<file path="src/rtl/ms_link_pkg.sv">
// Shared defaults and width helpers for the master-to-slave FIFO link.
package ms_link_pkg;

  localparam int DEF_DATA_W = 8;
  localparam int DEF_DEPTH  = 4;

  // Index width for an n-entry array; never narrower than one bit.
  function automatic int idx_w(input int n);
    return (n <= 2) ? 1 : $clog2(n);
  endfunction

endpackage

</file>
<file path="src/rtl/ms_fifo_mem.sv">
// FIFO storage: one synchronous write port, one asynchronous read port.
// The array is deliberately left without reset; validity is tracked by the
// controller's level counter.
module ms_fifo_mem
  import ms_link_pkg::*;
#(
  parameter int DATA_W = DEF_DATA_W,
  parameter int DEPTH  = DEF_DEPTH,
  parameter int ADDR_W = idx_w(DEF_DEPTH)
) (
  input  logic              clk,
  input  logic              wr_en,
  input  logic [ADDR_W-1:0] wr_addr,
  input  logic [DATA_W-1:0] wr_data,
  input  logic [ADDR_W-1:0] rd_addr,
  output logic [DATA_W-1:0] rd_data
);

  logic [DATA_W-1:0] mem_q [DEPTH];

  // Store the accepted word at the write pointer.
  always_ff @(posedge clk) begin
    if (wr_en) mem_q[wr_addr] <= wr_data;
  end

  assign rd_data = mem_q[rd_addr];

endmodule

</file>
<file path="src/rtl/ms_fifo_link.sv">
// Buffered master-to-slave link: data_en-qualified writes into a DEPTH-entry
// FIFO, drained through a valid/ready port with a registered head word.
// Reports occupancy and a sticky overflow flag.
module ms_fifo_link
  import ms_link_pkg::*;
#(
  parameter  int DATA_W = DEF_DATA_W,
  parameter  int DEPTH  = DEF_DEPTH,
  localparam int LVL_W  = $clog2(DEPTH + 1)
) (
  input  logic              clk,
  input  logic              rst,
  input  logic [DATA_W-1:0] data_in,
  input  logic              data_en,
  output logic              in_ready,
  output logic              out_valid,
  output logic [DATA_W-1:0] out_data,
  input  logic              out_ready,
  output logic [LVL_W-1:0]  level,
  output logic              overflow,
  input  logic              clr_ovf
);

  localparam int PTR_W = idx_w(DEPTH);

  logic [PTR_W-1:0]  wr_ptr_q, wr_ptr_d;
  logic [PTR_W-1:0]  rd_ptr_q, rd_ptr_d;
  logic [LVL_W-1:0]  level_q, level_d;
  logic              out_valid_q, out_valid_d;
  logic [DATA_W-1:0] out_data_q, out_data_d;
  logic              ovf_q, ovf_d;
  logic              full;
  logic              wr_en;
  logic              pop;
  logic [DATA_W-1:0] mem_rdata;

  // Readiness comes from the registered level only, so a pop never opens
  // a slot for a write in the same cycle.
  assign full     = (level_q == LVL_W'(DEPTH));
  assign in_ready = !full;

  ms_fifo_mem #(
    .DATA_W (DATA_W),
    .DEPTH  (DEPTH),
    .ADDR_W (PTR_W)
  ) u_mem (
    .clk     (clk),
    .wr_en   (wr_en),
    .wr_addr (wr_ptr_q),
    .wr_data (data_in),
    .rd_addr (rd_ptr_d),
    .rd_data (mem_rdata)
  );

  // Next-state for pointers, level, head register and overflow flag.
  always_comb begin
    wr_en       = data_en && !full;
    pop         = out_valid_q && out_ready;
    wr_ptr_d    = wr_en ? wr_ptr_q + PTR_W'(1) : wr_ptr_q;
    rd_ptr_d    = pop ? rd_ptr_q + PTR_W'(1) : rd_ptr_q;
    level_d     = level_q;
    out_data_d  = out_data_q;
    ovf_d       = ovf_q;

    case ({wr_en, pop})
      2'b10:   level_d = level_q + LVL_W'(1);
      2'b01:   level_d = level_q - LVL_W'(1);
      default: level_d = level_q;
    endcase

    out_valid_d = (level_d != '0);

    // The head takes the incoming word when it becomes the oldest entry,
    // otherwise the next stored word after a pop; it holds when empty.
    if (wr_en && ((level_q == '0) || (pop && (level_q == LVL_W'(1))))) begin
      out_data_d = data_in;
    end else if (pop && (level_q > LVL_W'(1))) begin
      out_data_d = mem_rdata;
    end

    // Setting wins over clearing in the same cycle.
    if (data_en && full) begin
      ovf_d = 1'b1;
    end else if (clr_ovf) begin
      ovf_d = 1'b0;
    end
  end

  // Control state register with asynchronous active-low reset.
  always_ff @(posedge clk or negedge rst) begin
    if (!rst) begin
      wr_ptr_q    <= '0;
      rd_ptr_q    <= '0;
      level_q     <= '0;
      out_valid_q <= 1'b0;
      out_data_q  <= '0;
      ovf_q       <= 1'b0;
    end else begin
      wr_ptr_q    <= wr_ptr_d;
      rd_ptr_q    <= rd_ptr_d;
      level_q     <= level_d;
      out_valid_q <= out_valid_d;
      out_data_q  <= out_data_d;
      ovf_q       <= ovf_d;
    end
  end

  assign out_valid = out_valid_q;
  assign out_data  = out_data_q;
  assign level     = level_q;
  assign overflow  = ovf_q;

endmodule
</file>
<file path="config.mk">
export PLATFORM = sky130hd
export DESIGN_NAME = ms_fifo_link
export DESIGN_NICKNAME = d
export VERILOG_FILES = /design/src/rtl/ms_link_pkg.sv /design/src/rtl/ms_fifo_mem.sv /design/src/rtl/ms_fifo_link.sv
export SDC_FILE = /design/constraint.sdc
export NUM_CORES = 1
export LEC_CHECK = 0
export BUFFER_PORTS_ARGS = -buffer_cell sky130_fd_sc_hd__buf_4
export CAP_MARGIN = 30
export CORE_MARGIN = 4
export CORE_UTILIZATION = 35
export DETAILED_ROUTE_END_ITERATION = 8
export GPL_ROUTABILITY_DRIVEN = 0
export PLACE_DENSITY = 0.52
export SYNTH_ARGS = -nofsm -noshare
export SYNTH_HDL_FRONTEND = slang
export SYNTH_SLANG_ARGS = --single-unit
</file>
<file path="constraint.sdc">
create_clock -name clk -period 3.4 [get_ports clk]
set_input_delay 0.17 -clock clk [delete_from_list [all_inputs] [get_ports clk]]
set_output_delay 0.17 -clock clk [all_outputs]
set_load 0.02 [all_outputs]
</file>
### Word-level counts from Yosys, hierarchy flattened

Memory sizes are Yosys's and may differ from the RTL's.
Cells that the tools add are included.

* bits in registers: 17
* bits in latches: 0
* memory bits (writable): 32
* memory bits (read-only): 0
* output and inout bits: 14
* memories kept: 1

* add/subtract/negate cells: 4
* multiply operators: 0
* divide/modulo/power cells: 0
* order comparisons: 1
* eq/ne operators: 4
* shift-type cells: 0
* mux-type cells: 8
* bitwise operators: 0
* reductions and logical operators: 12

Memory list
* u_mem.mem_q: words 4, bits a word 8, read ports 1, clocked after memory_dff 0, write ports 1, line ms_fifo_mem.sv:19 `logic [DATA_W-1:0] mem_q [DEPTH];`

Operators by type and width (number)
* two-way mux 8 bit: 2
* logical AND 1 bit: 6
* one-hot mux 3 bit (2 select lines): 1
* adder 2 x 1 -> 2 bit (second input constant): 2
* two-way mux 1 bit: 4
* nonzero test 2 bit: 2
* adder 3 x 1 -> 3 bit (second input constant): 1
* == test 3 x 1 -> 1 bit (second input constant): 1
* == test 3 bit (second input constant): 1
* greater-than comparator 3 x 1 -> 1 bit (second input constant): 1
* zero test 3 bit: 1
* nonzero test 3 bit: 1
* subtractor 3 x 1 -> 3 bit (second input constant): 1
* == test 2 x 1 -> 1 bit (second input constant): 1
* == test 2 bit (second input constant): 1
* two-way mux 2 bit: 1
* zero test 1 bit: 1
* logical OR 1 bit: 1

### Longest topological paths before layout

* depth in word-level cells: 6
* depth in mapped cells: 10

### Cells and area by module

A second synthesis with hierarchy kept.

* cells, all modules: 131
* area, all modules: 2092.0 um2

Modules (own cells, without submodules)
* ms_fifo_mem: times used 1, cells each 46, area an instance 1188.6 um2, seq. area each 960.9 um2
* ms_fifo_link: times used 1, cells each 85, area an instance 903.4 um2, seq. area each 425.4 um2

### Worst setup path before layout

No wires, ideal clock.

* path kind: register to register
* start point: register level_q[0] (netlist: level[0])
* end point: register out_valid_q (netlist: out_valid)
* arrival: 2.228 ns
* path slack: 1.040 ns
* stages on the path, launching flop included: 11
* clock period less this slack: 2.360 ns
* path through: dfrtp_1 > inv_1 > ha_1 > nand2_1 > nand2_1 > inv_1 > ha_1 > a22o_1 > a21oi_1 > a41oi_1 > or3_1

* word-level cells in the longest chain between the ends: 6

RTL lines
* from (decl): line ms_fifo_link.sv:28 `logic [LVL_W-1:0] level_q, level_d;`
* from (signal assigned): line ms_fifo_link.sv:101 `level_q <= level_d;`
* == test 3 bit *: line ms_fifo_link.sv:39 `assign full = (level_q == LVL_W'(DEPTH));`
* zero test 1 bit *
* named net in_ready: line ms_fifo_link.sv:15 `output logic in_ready,`
* logical AND 1 bit *: line ms_fifo_link.sv:57 `wr_en = data_en && !full;`
* named net u_mem.wr_en: line ms_fifo_mem.sv:12 `input logic wr_en,`
* == test 2 x 1 -> 1 bit or == test 2 bit (tied branches): line ms_fifo_link.sv:65 `case ({wr_en, pop})`
* one-hot mux 3 bit (2 select lines) *: line ms_fifo_link.sv:65
* named net level_d[2]: line ms_fifo_link.sv:28
* nonzero test 3 bit *: line ms_fifo_link.sv:71 `out_valid_d = (level_d != '0);`
* named net out_valid_d: line ms_fifo_link.sv:29 `logic out_valid_q, out_valid_d;`
* to (signal assigned): line ms_fifo_link.sv:102 `out_valid_q <= out_valid_d;`
* to (decl): line ms_fifo_link.sv:29

Mark *: on every way through the listed nets, which the timed path passes. The rest lies on a longest branch.
A chain may end at the register's enable or synchronous reset.

### Final worst setup path

* start point: register level_q[0] (netlist: level[0])
* end point: register out_valid_q (netlist: out_valid)

* word-level cells in the longest chain between the ends: 6

RTL lines (line)
* == test 3 bit *: ms_fifo_link.sv:39
* zero test 1 bit *: ms_fifo_link.sv:57
* logical AND 1 bit *: ms_fifo_link.sv:57
* named net u_mem.wr_en: ms_fifo_mem.sv:12
* == test 2 x 1 -> 1 bit or == test 2 bit (tied branches): ms_fifo_link.sv:65
* one-hot mux 3 bit (2 select lines) *: ms_fifo_link.sv:65
* named net level_d[2]: ms_fifo_link.sv:28
* nonzero test 3 bit *: ms_fifo_link.sv:71
* named net out_valid_d: ms_fifo_link.sv:29

Marked as above.

==> key figures <==
Timing
  • Final worst setup slack: 1.073 ns
  • Max Slew Vio Count: 0
  • Setup TNS: 0 ns
  • Slew HR: approximately 40%
  • Final worst path period need: 2.327 ns
  • Worst slew pin tran: 0.8929 ns
  • RSZ-0062 raised after global routing: no
  • F_max: 429.8 MHz
  • Period utilisation layout: 68.43%
  • Fin. Hold Viols: 0
  • Finish-stage setup viols: 0
  • Worst Clk Skew: 0.007261 ns
  • Hold WS: 0.06165 ns

Setup path
  • Crit Reg-Reg Endpoint: out_valid$_DFF_PN0_
  • Worst Setup SP: level[0]$_DFF_PN0_
  • Crit-path max cell delay: 0.44 ns
  • Critical register-to-register path startpoint: level[0]$_DFF_PN0_
  • Reg2Reg Depth: 10
  • Worst setup SP type: flop
  • Crit Path Max Fanout: 6
  • Reg2Reg Setup Slack: ~1.1 ns
  • CP endpoint kind: flop
  • Arrival time worst endpoint: roughly 2.5 ns
  • Cell Chain, Critical Path: inv_1 -> ha_1 -> nand2_1 -> nand2_1 -> inv_1 -> ha_1 -> a22o_1 -> a21oi_1 -> a41oi_1 -> or3_1
  • CP Data Required Time: 3.58 ns
  • Slowest CP cell: dfrtp_1
  • Crit Path Category: flop to flop
  • Crit path capture: out_valid$_DFF_PN0_

Power
  • Power Dens Cells: 842.0 mW/mm^2
  • Leakage: 1.116 nW
  • Peak supply drop: 343.5 uV

Clock tree
  • Htree depth: 2
  • Worst-path clk slew: 0.08 ns
  • CTS Buf Count: 5
  • CTS Sinks: a little under 50
  • Clock root buffer: clkbuf_8
  • CTS max path bufs: 2
  • CTS tree: built
  • CTS resizes: 0
  • Clk_lat worst skew: 0.30 ns

Routing
  • Post-route DRC: 0
  • Met3 wire len: 165 um
  • Met1 WL: 2288 um
  • Vias: around 1500
  • Initial DRT Pass Iterations: 4
  • Post-route ant nets: 0
  • Top sig layer: met4
  • Final wirelength: 4846 um
  • Met2 WL: approximately 2300 um
  • Vias per inst: about 5
  • Initial drt markers: 60
  • WL/cell: 16.60 um

Min path
  • Hold path depth: 2
  • Min-delay worst type: input port to flop
  • Hold wc startpoint: clr_ovf

Yosys
  • Yosys reg bits: 49
  • Post-synth EDFFs: 32
  • Syn nets: 211
  • Library cells used by synthesis: 31
  • Synth Cell Area: 0.002397 mm^2
  • Post-synthesis area per instance: 12.82 um^2
  • Share of the yosys chip area belonging to registers: 57.83%
  • Synth Warn #: 0
  • Ys async rst share: 34.69%
  • Mapped Cells: 187
  • Post-synth top flop: edfxtp_1

Floorplan
  • Die Area: 0.008237 mm^2
  • Placement row count: 29
  • Die W: 90.76 um
  • Initial Util: about 37%
  • Die Y-Extent: roughly 90 um
  • Core area: roughly 0.0065 mm^2
  • Ports: 27

Outcome
  • Outcome: finished clean

Final layout
  • Fill count: 623
  • Most frequent cells in the layout: edfxtp_1, buf_4, nor2_1
  • Post-route cell area: 0.002743 mm^2
  • Synthesis-to-finish area growth: 14.41%
  • Commonest non-fill, non-tap cell in the layout: edfxtp_1
  • # diodes: 0
  • Nets: 238
  • Layout cells sized above 1: 20.47%

Global route
  • Largest net degree at the start of global routing: 35
  • Tot GR Track Use: 12.95%
  • Grt ovf: 0
  • First-pass GRT wire length: 8073 um
  • Initial antenna violation count: 0
  • Vias in the first global route: 1579

Placed design
  • Pre-CTS worst setup slack: 1.093 ns
  • Dpl cell area: 0.002651 mm^2
  • IO Port Bufs: 26
  • HPWL Detailed: ~3200 um

Run
  • Max_cap viols: 0
==> through the flow <==
stage	util (%)	instances	power, W
6_report	42.23	292	0.002309
4_1_cts	42.23	292	0.002344
3_5_place_dp	40.82	283	0.002002
2_1_floorplan	-	187	0.001676
5_1_grt	42.23	292	0.002498
3_3_place_gp	40.82	283	0.001998
==> sequential cells by signal, indices dropped and copies added, names as in the netlist <==
register     flops
u_mem.mem_q     32
out_valid        1
level            3
overflow         1
rd_ptr_q         2
out_data         8
wr_ptr_q         2
==> report_power, final <==
part / total, W / switching (W) / internal (W)
logic: 0.000970 / 0.000507 / 0.000463
clock network: 0.000337 / 0.000192 / 0.000145
registers: 0.00100 / 0.000184 / 0.000818
total: 0.00231 / 0.000884 / 0.00143
==> synthesized netlist by cell type, types with 2 or more instances <==
cell type | count | share of area [%]
nand2_1 | 13 | 2.0
edfxtp_1 | 32 | 40
dfrtp_1 | 17 | 18
and3_1 | 4 | 1.0
a211o_1 | 8 | 2.9
buf_4 | 2 | 0.63
buf_2 | 3 | 0.63
inv_1 | 7 | 1.1
nor2_1 | 24 | 3.8
mux2i_1 | 9 | 3.8
xnor2_1 | 3 | 1.1
o21ai_0 | 4 | 0.84
clkbuf_1 | 2 | 0.31
mux4_2 | 8 | 7.5
a31oi_1 | 9 | 2.3
ha_1 | 11 | 5.7
nand2b_1 | 2 | 0.52
nor2b_1 | 16 | 4.2
==> repair_timing <==
action,CTS,global route
buffers inserted,0,0
hold buffers,1,0
hold endpoints to repair,17,0
==> cell families (layout without fill, tap and decap cells) <==
| kind of cell | count (synthesis) | in the layout | synth area share (%) |
|---|---|---|---|
| AO/OA/AOI/OAI | 27 | 27 | 7.985 |
| XOR/XNOR | 3 | 3 | 1.096 |
| adder cells (fa/ha/maj) | 11 | 11 | 5.741 |
| buffers and inverters | 17 | 45 | 3.444 |
| flip-flops | 49 | 49 | 57.83 |
| multiplexers | 17 | 17 | 11.27 |
| AND/OR/NAND/NOR | 63 | 63 | 12.63 |
==> how the worst min path moves through the flow <==
stage / end / slack [ns]
4_1_cts: overflow$_DFFE_PN0P_ / 0.06
2_1_floorplan: level[0]$_DFF_PN0_ / -0.13
3_3_place_gp: wr_ptr_q[1]$_DFFE_PN0P_ / 0.07
5_1_grt: overflow$_DFFE_PN0P_ / 0.06
6_report: overflow$_DFFE_PN0P_ / 0.06
3_5_place_dp: wr_ptr_q[1]$_DFFE_PN0P_ / 0.07
==> metal layers <==
layer	up-vias	track usage, %
met5	-	0
met4	0	4.209
met3	7	3.167
met2	21	21.93
met1	707	16.20
li1	726	-
==> worst max-delay path: cells and delay by family (launching register included) <==
family / cells / cell delay (ns)
AOI/OAI and AO/OA: 3 / 0.43
buffers and inverters: 2 / 0.23
DFF: 1 / 0.44
and+or+nand+nor: 3 / 0.66
adders and majority gates: 2 / 0.46
==> cell type report <==
cell class,count,area [um^2],area share [%]
clock buffer,7,76.32,2.783
clock inverter,1,5.005,0.1825
inverter,8,30.03,1.095
multi-input combinational,121,928.4,33.85
sequential,49,1386,50.55
tap,77,96.34,3.513
timing repair buffer,29,220.2,8.029
(Power assumes the default switching activity.)
